### config.mk
export PLATFORM = sky130hd
export DESIGN_NAME = divider_inverse_mul_seq
export DESIGN_NICKNAME = d
export VERILOG_FILES = /design/src/rtl/divmul_pkg.sv /design/src/rtl/shift_add_step.sv /design/src/rtl/divider_inverse_mul_seq.sv
export SDC_FILE = /design/constraint.sdc
export NUM_CORES = 1
export LEC_CHECK = 0
export CAP_MARGIN = 20
export CORE_MARGIN = 1.5
export CORE_UTILIZATION = 55
export DETAILED_ROUTE_END_ITERATION = 7
export PLACE_DENSITY = 0.82
export RECOVER_POWER = 100
export SYNTH_ARGS = -nofsm -noshare
export SYNTH_HDL_FRONTEND = slang
export SYNTH_SLANG_ARGS = --single-unit
### constraint.sdc
create_clock -name clk -period 2.9 [get_ports clk]
set_input_delay 0.58 -clock clk [delete_from_list [all_inputs] [get_ports clk]]
set_output_delay 0.58 -clock clk [all_outputs]
set_load 0.1 [all_outputs]
### src/rtl/divmul_pkg.sv
// Shared types for the 16/8 divider and its reconstruction multiplier.
package divmul_pkg;
    localparam int W = 8;

    typedef enum logic [1:0] {
        IDLE = 2'd0,
        BUSY = 2'd1,
        DONE = 2'd2
    } state_t;

    typedef struct packed {
        logic [W-1:0] q;
        logic [W-1:0] d;
        logic [W-1:0] r;
    } operand_t;
endpackage

### src/rtl/shift_add_step.sv
// One radix-2 shift-add step: conditional add, then shift both operands.
module shift_add_step #(
    parameter int W = 8
) (
    input  logic [2*W-1:0] acc,
    input  logic [2*W-1:0] mcand,
    input  logic [W-1:0]   mplier,
    output logic [2*W-1:0] acc_nxt,
    output logic [2*W-1:0] mcand_nxt,
    output logic [W-1:0]   mplier_nxt
);
    // Max result fits 2W bits, so the carry-out is dropped.
    assign acc_nxt    = mplier[0] ? acc + mcand : acc;
    assign mcand_nxt  = mcand << 1;
    assign mplier_nxt = mplier >> 1;
endmodule

### src/rtl/divider_inverse_mul_seq.sv
// Rebuilds the dividend n = q*d + r from a divider result, one bit per cycle.
module divider_inverse_mul_seq
    import divmul_pkg::*;
#(
    parameter int W     = 8,
    parameter int CNT_W = 4
) (
    input  logic           clk,
    input  logic           rst,
    input  logic           in_valid,
    output logic           in_ready,
    input  logic [W-1:0]   q,
    input  logic [W-1:0]   d,
    input  logic [W-1:0]   r,
    output logic           out_valid,
    input  logic           out_ready,
    output logic [2*W-1:0] n,
    output logic           err
);
    state_t             state;
    logic [CNT_W-1:0]   cnt;
    logic [2*W-1:0]     acc;
    logic [2*W-1:0]     mcand;
    logic [W-1:0]       mplier;
    logic               err_r;

    logic [2*W-1:0]     acc_nxt;
    logic [2*W-1:0]     mcand_nxt;
    logic [W-1:0]       mplier_nxt;

    shift_add_step #(.W(W)) u_step (
        .acc        (acc),
        .mcand      (mcand),
        .mplier     (mplier),
        .acc_nxt    (acc_nxt),
        .mcand_nxt  (mcand_nxt),
        .mplier_nxt (mplier_nxt)
    );

    always_ff @(posedge clk or posedge rst) begin
        if (rst) begin
            state     <= IDLE;
            cnt       <= '0;
            acc       <= '0;
            mcand     <= '0;
            mplier    <= '0;
            err_r     <= 1'b0;
            in_ready  <= 1'b0;
            out_valid <= 1'b0;
            n         <= '0;
            err       <= 1'b0;
        end else begin
            unique case (state)
                IDLE: begin
                    if (in_valid && in_ready) begin
                        acc      <= {{W{1'b0}}, r};
                        mcand    <= {{W{1'b0}}, d};
                        mplier   <= q;
                        err_r    <= (d == '0) || (r >= d);
                        cnt      <= '0;
                        in_ready <= 1'b0;
                        state    <= BUSY;
                    end else begin
                        in_ready <= 1'b1;
                    end
                end
                BUSY: begin
                    // Always W steps, even once the multiplier runs out of ones.
                    acc    <= acc_nxt;
                    mcand  <= mcand_nxt;
                    mplier <= mplier_nxt;
                    cnt    <= cnt + CNT_W'(1);
                    if (cnt == CNT_W'(W - 1)) begin
                        n         <= acc_nxt;
                        err       <= err_r;
                        out_valid <= 1'b1;
                        state     <= DONE;
                    end
                end
                DONE: begin
                    if (out_ready) begin
                        out_valid <= 1'b0;
                        in_ready  <= 1'b1;
                        state     <= IDLE;
                    end
                end
                default: begin
                    state <= IDLE;
                end
            endcase
        end
    end
endmodule

# --- Yosys cells after proc, flatten, opt, wreduce, memory -nomap -nowiden ---
# Cells that the tools add are included.
word_totals:
  register_bits: 66
  input_bits: 28
classes:
  magnitude_cmp: 1
  n_mux: 19
  eq_ne: 6
  add_sub_neg: 2
  n_reduce_logical: 13
op_table:
  columns: ["cell", "count"]
  rows:
  - ["$pmux 16 s2", 2]
  - ["$mux 16", 3]
  - ["$add 16x16->16", 1]
  - ["$pmux 8 s2", 1]
  - ["$ge 8x8->1", 1]
  - ["$logic_not 8->1", 1]
  - ["$mux 8", 1]
  - ["$pmux 4 s2", 1]
  - ["$reduce_and 2->1", 4]
  - ["$mux 2", 3]
  - ["$ne 2x2->1 const B", 3]
  - ["$pmux 2 s3", 1]
  - ["$reduce_and 3->1", 2]
  - ["$reduce_bool 2->1", 3]
  - ["$add 4x1->4 const B", 1]
  - ["$eq 4x3->1 const B", 1]
  - ["$mux 1", 4]
  - ["$mux 4", 1]
  - ["$pmux 1 s2", 2]
  - ["$eq 2x1->1 const B", 1]
  - ["$eq 2x2->1 const B", 1]
  - ["$logic_not 2->1", 1]
  - ["$logic_and 1x1->1", 1]
  - ["$logic_or 1x1->1", 1]

# --- Logic depth before layout (Yosys ltp) ---
logic_depth:
  depth_word: 3
  mapped_depth: 9
  ltp_nobuf: 9

# --- Modules after synthesis ---
# Synthesis repeated with hierarchy kept, for this count alone.
unflattened:
  hier_cells: 438
  hier_area_um2: 4050.1
by_module_without_submodules:
  columns: ["mod", "cells_per_inst", "area_each_um2", "instances"]
  rows:
  - ["divider_inverse_mul_seq", 298, 2904.0, 1]
  - ["shift_add_step", 140, 1146.1, 1]

# --- Worst setup path before layout ---
# OpenSTA, ideal clock, no wires.
synth_timing:
  path_kind: "reg-to-reg"
  from: "reg acc[0]"
  to: "reg n[14]"
  n_path_buf: 0
  t_arrival_ps: 2211
  stages_incl_launch_ff: 10
  setup_ps: 86
  synth_period_minus_slack_ps: 2297
  path_slack_ps: 603
  path_cell_list: "dfrtp_1 ha_1 fa_1 a21o_1 a221oi_2 o21ai_2 a221oi_2 xnor2_1 nor2_1 nor3_1"
synth_via:
  elab_chain_cells: 2
synth_rtl:
  columns: ["item", "line_no", "rtl"]
  rows:
  - ["from (decl)", "divider_inverse_mul_seq.sv:22", "logic [2*W-1:0] acc;"]
  - ["from (signal assigned)", "divider_inverse_mul_seq.sv:56", "acc <= {{W{1'b0}}, r};"]
  - ["from (signal assigned)", "divider_inverse_mul_seq.sv:69", "acc <= acc_nxt;"]
  - ["$add 16x16->16", "shift_add_step.sv:13", "assign acc_nxt = mplier[0] ? acc + mcand : acc;"]
  - ["$mux 16", "shift_add_step.sv:13", null]
  - ["to (signal assigned)", "divider_inverse_mul_seq.sv:74", "n <= acc_nxt;"]
  - ["to (decl)", "divider_inverse_mul_seq.sv:17", "output logic [2*W-1:0] n,"]
# No other way between the ends.
# A chain may end at the register's enable or synchronous reset.

# --- Worst setup path after layout ---
layout_timing:
  from: "in in_valid"
  to: "reg acc[3]"
layout_via:
  elab_chain_cells: 3
layout_rtl:
  columns: ["item", "line_no", "rtl"]
  rows:
  - ["from (decl)", "divider_inverse_mul_seq.sv:10", "input logic in_valid,"]
  - ["$logic_and 1x1->1", "divider_inverse_mul_seq.sv:55", "if (in_valid && in_ready) begin"]
  - ["$ne 2x2->1 (no line)", null, null]
  - ["$reduce_and 2->1 (no line)", null, null]
# No other way between the ends.

==> results.ini <==
[cts]
cts_tree=done
ctsHoldBuffers=0
clock_pin_slew_reported_for_the_worst_setup_and_hold_paths_after_clock_tree_synthesis_ns=0.07
clock_path_buffers=2
clk_latency_ns=0.35
h-tree-depth=3
cts-buffers-inserted=9
cts.sink_count=66
cts-resized-gates=0
clk_root_buf=sky130_fd_sc_hd__clkbuf_8
postCtsSetupBuffers=0

[drt]
average_wire_per_standard_cell_um=16.4
detailedRoute.firstIterationViolations=256
drt.antenna.violating_nets=0
detailroute.via_count=3054
drt-pass1-iter-count=7
drc=2
total_wirelength_of_the_detailed_routed_design_um=8570
viasPerCell=5.85

[timing]
tightest_slew_ns=1.17
period_needed_ns=2.65
drv_slew=0
setup_repair_after_global_routing_missed_its_margin=false
fin_tns_setup_ns=0
worst_slew_margin_rel_pct=22.1
clock-skew-final_ns=0.00798
post-route-period-util_pct=91.4
timing_hold_violations_final=0
final_setup_fails=0
hold_slack_ns=0.477
max_freq_mhz=377

[logic_synthesis]
synthFlopType=sky130_fd_sc_hd__dfrtp_1
synth_seq_cells=66
yosys-top-cells-area=sky130_fd_sc_hd__dfrtp_1, sky130_fd_sc_hd__ha_1, sky130_fd_sc_hd__nand2_1
synth_top_area_share_pct=44.4
yosysSeqAreaShare_pct=44.4
fraction_of_synthesis_flops_using_an_asynchronous_set_or_reset_pin_pct=100
synth_area_mm2=0.00372
synth_nets=446
yosysWarnings=0
synth_top_cell_by_area=sky130_fd_sc_hd__dfrtp_1
number_of_flops_mapped_to_enable_cells_by_yosys=0
synthesis.instances=393
ys_top_cells_by_count=sky130_fd_sc_hd__nand2_1, sky130_fd_sc_hd__dfrtp_1, sky130_fd_sc_hd__o21ai_0
synth_area_per_cell_um2=9.46
synthDistinctLibCells=45
yosys.cell_count.top_type=sky130_fd_sc_hd__nand2_1

[layout]
fraction_of_final_layout_cells_sized_beyond_drive_strength_1_pct=6.52
seq_area_mm2=0.00165
ant_cells=0
final_nets=493
fillers=529
layout.core_utilization_pct=67.2
multi_input_comb_area_mm2=0.00193
area_growth_pct=16.8
final_design_area_no_fill_mm2=0.00434

[power]
max-vdd-ir-drop_mv=0.533
static-leakage-power_nw=2.02
power_density_mw_per_mm2=1170

[worst_setup_path]
crit_arrival_ns=2.85
path_delay_family=buffers and inverters
critPathKind=input pin to flop
crit_buf_inv=2
crit_chain=dlygate4sd3_1, nor4bb_1, clkbuf_1, nor2_1, a22oi_1, o21ai_0
crit_path_end_kind=flop
crit-reg2reg-launch=acc[0]$_DFFE_PP0P_
critPathRequiredTime_ns=3.10
critical-path-max-stage-delay_ns=0.59
timing.critical_path.from_type=input pin
first_element_of_the_critical_path=in_valid
critPathSlowestCell=sky130_fd_sc_hd__nor4bb_1
crit_fanout=13

[floorplanning]
std_cell_rows=29
die_width_um=85.2
fp.dieH_um=85.2
initial_utilization_pct=57.6
core-area_mm2=0.00646
floorplan.io_pins=47
die_area_mm2=0.00726

[worst_hold_path]
hold_start=n[7]$_DFFE_PP0P_
min_path_type=flop to flop

[placement]
detailedPlacementHpwl_um=6300
placement.cell_area_mm2=0.00425
portBuffers=46
globalplace.congestion=0.883

[grt]
grtUsageTotal_pct=25.3
grt_max_degree=42
first_pass_grt_wire_length_um=14200
grt_antenna_before_repair=0
grt_pass1_vias=3011
grt.overflow.total=0

[job]
cap_violations=0

[status]
outcome=finished with violations
failed_checks=DRC

==> tightest hold or removal path, stage by stage (launching register included) <==
cell and delay (ns):
sky130_fd_sc_hd__dfrtp_1 0.34, sky130_fd_sc_hd__nand2_1 0.05, sky130_fd_sc_hd__o21ai_0 0.06
==> power breakdown <==
group / switching, mW / internal, mW
registers: 0.292 / 1.28
clock network: 0.356 / 0.439
logic: 1.93 / 0.778
total: 2.58 / 2.50
==> layer usage <==
metal | global-route usage (%) | vias to the layer above | part of all wire, %
li1 | - | 1487 | -
met1 | 33.4 | 1443 | 44
met4 | 13.4 | 0 | 2.7
met3 | 4.18 | 22 | 6.1
met2 | 40.1 | 102 | 48
met5 | 0 | - | 0
==> metrics by stage <==
| stage | power [mW] | cells | worst slack [ns] |
|---|---|---|---|
| floorplan | 3.72 | 393 | 0.603 |
| detailed placement | 4.41 | 506 | 0.386 |
| global placement | 4.30 | 506 | 0.417 |
| finish | 5.08 | 522 | 0.248 |
| global route | 5.40 | 522 | 0.115 |
| CTS | 5.21 | 522 | 0.363 |
==> cells by family after synthesis <==
family,count (synthesis),share of synthesized area [%]
buffers and inverters,32,3.47
flip-flops,66,44.4
XOR/XNOR,16,3.77
multiplexers,25,6.73
AO/OA/AOI/OAI,114,19.5
AND/OR/NAND/NOR,115,13.5
adder cells (fa/ha/maj),25,8.61
==> area by class of cell <==
| cell class | count | area share [%] |
|---|---|---|
| Timing Repair Buffer | 55 | 9.42 |
| Multi-Input combinational cell | 295 | 44.5 |
| Sequential cell | 66 | 38.0 |
| Tap cell | 77 | 2.22 |
| Clock buffer | 11 | 3.49 |
| Clock inverter | 5 | 1.21 |
| Inverter | 13 | 1.12 |
==> cell usage in the layout, fill, tap and decap left out, types with 4 or more instances in the layout <==
master                            instances
sky130_fd_sc_hd__xnor2_1                  9
sky130_fd_sc_hd__buf_4                    4
sky130_fd_sc_hd__clkdlybuf4s50_1         25
sky130_fd_sc_hd__a22oi_1                  7
sky130_fd_sc_hd__dfrtp_1                 66
sky130_fd_sc_hd__inv_1                   13
sky130_fd_sc_hd__nor2_1                  13
sky130_fd_sc_hd__nand2_1                 77
sky130_fd_sc_hd__clkbuf_8                11
sky130_fd_sc_hd__clkbuf_1                21
sky130_fd_sc_hd__ha_1                    24
sky130_fd_sc_hd__nor3_1                   4
sky130_fd_sc_hd__o21ai_0                 53
sky130_fd_sc_hd__xor2_1                   7
sky130_fd_sc_hd__mux2i_1                 25
sky130_fd_sc_hd__a22o_1                   6
sky130_fd_sc_hd__a21o_1                  12
sky130_fd_sc_hd__a21oi_1                 15
==> flip-flops by register name, summed over array words and instances (netlist names) <==
name and cells:
out_valid 1, err 1, err_r 1, n 16
in_ready 1, acc 16, cnt 4, state 2
mplier 8, mcand 16
==> worst paths after layout <==
check | slack [ns] | cells past startpoint | end
setup / recovery | 0.25 | 6 | acc[3]$_DFFE_PP0P_
setup reg to reg | 0.29 | 9 | n[14]$_DFFE_PP0P_
max in group asynchronous | 1.22 | 3 | acc[7]$_DFFE_PP0P_
hold reg to reg | 0.48 | 2 | n[7]$_DFFE_PP0P_
hold / removal | 0.48 | 2 | n[7]$_DFFE_PP0P_
min in group asynchronous | 0.93 | 2 | state[1]$_DFFE_PP0P_
(Power assumes the default switching activity.)
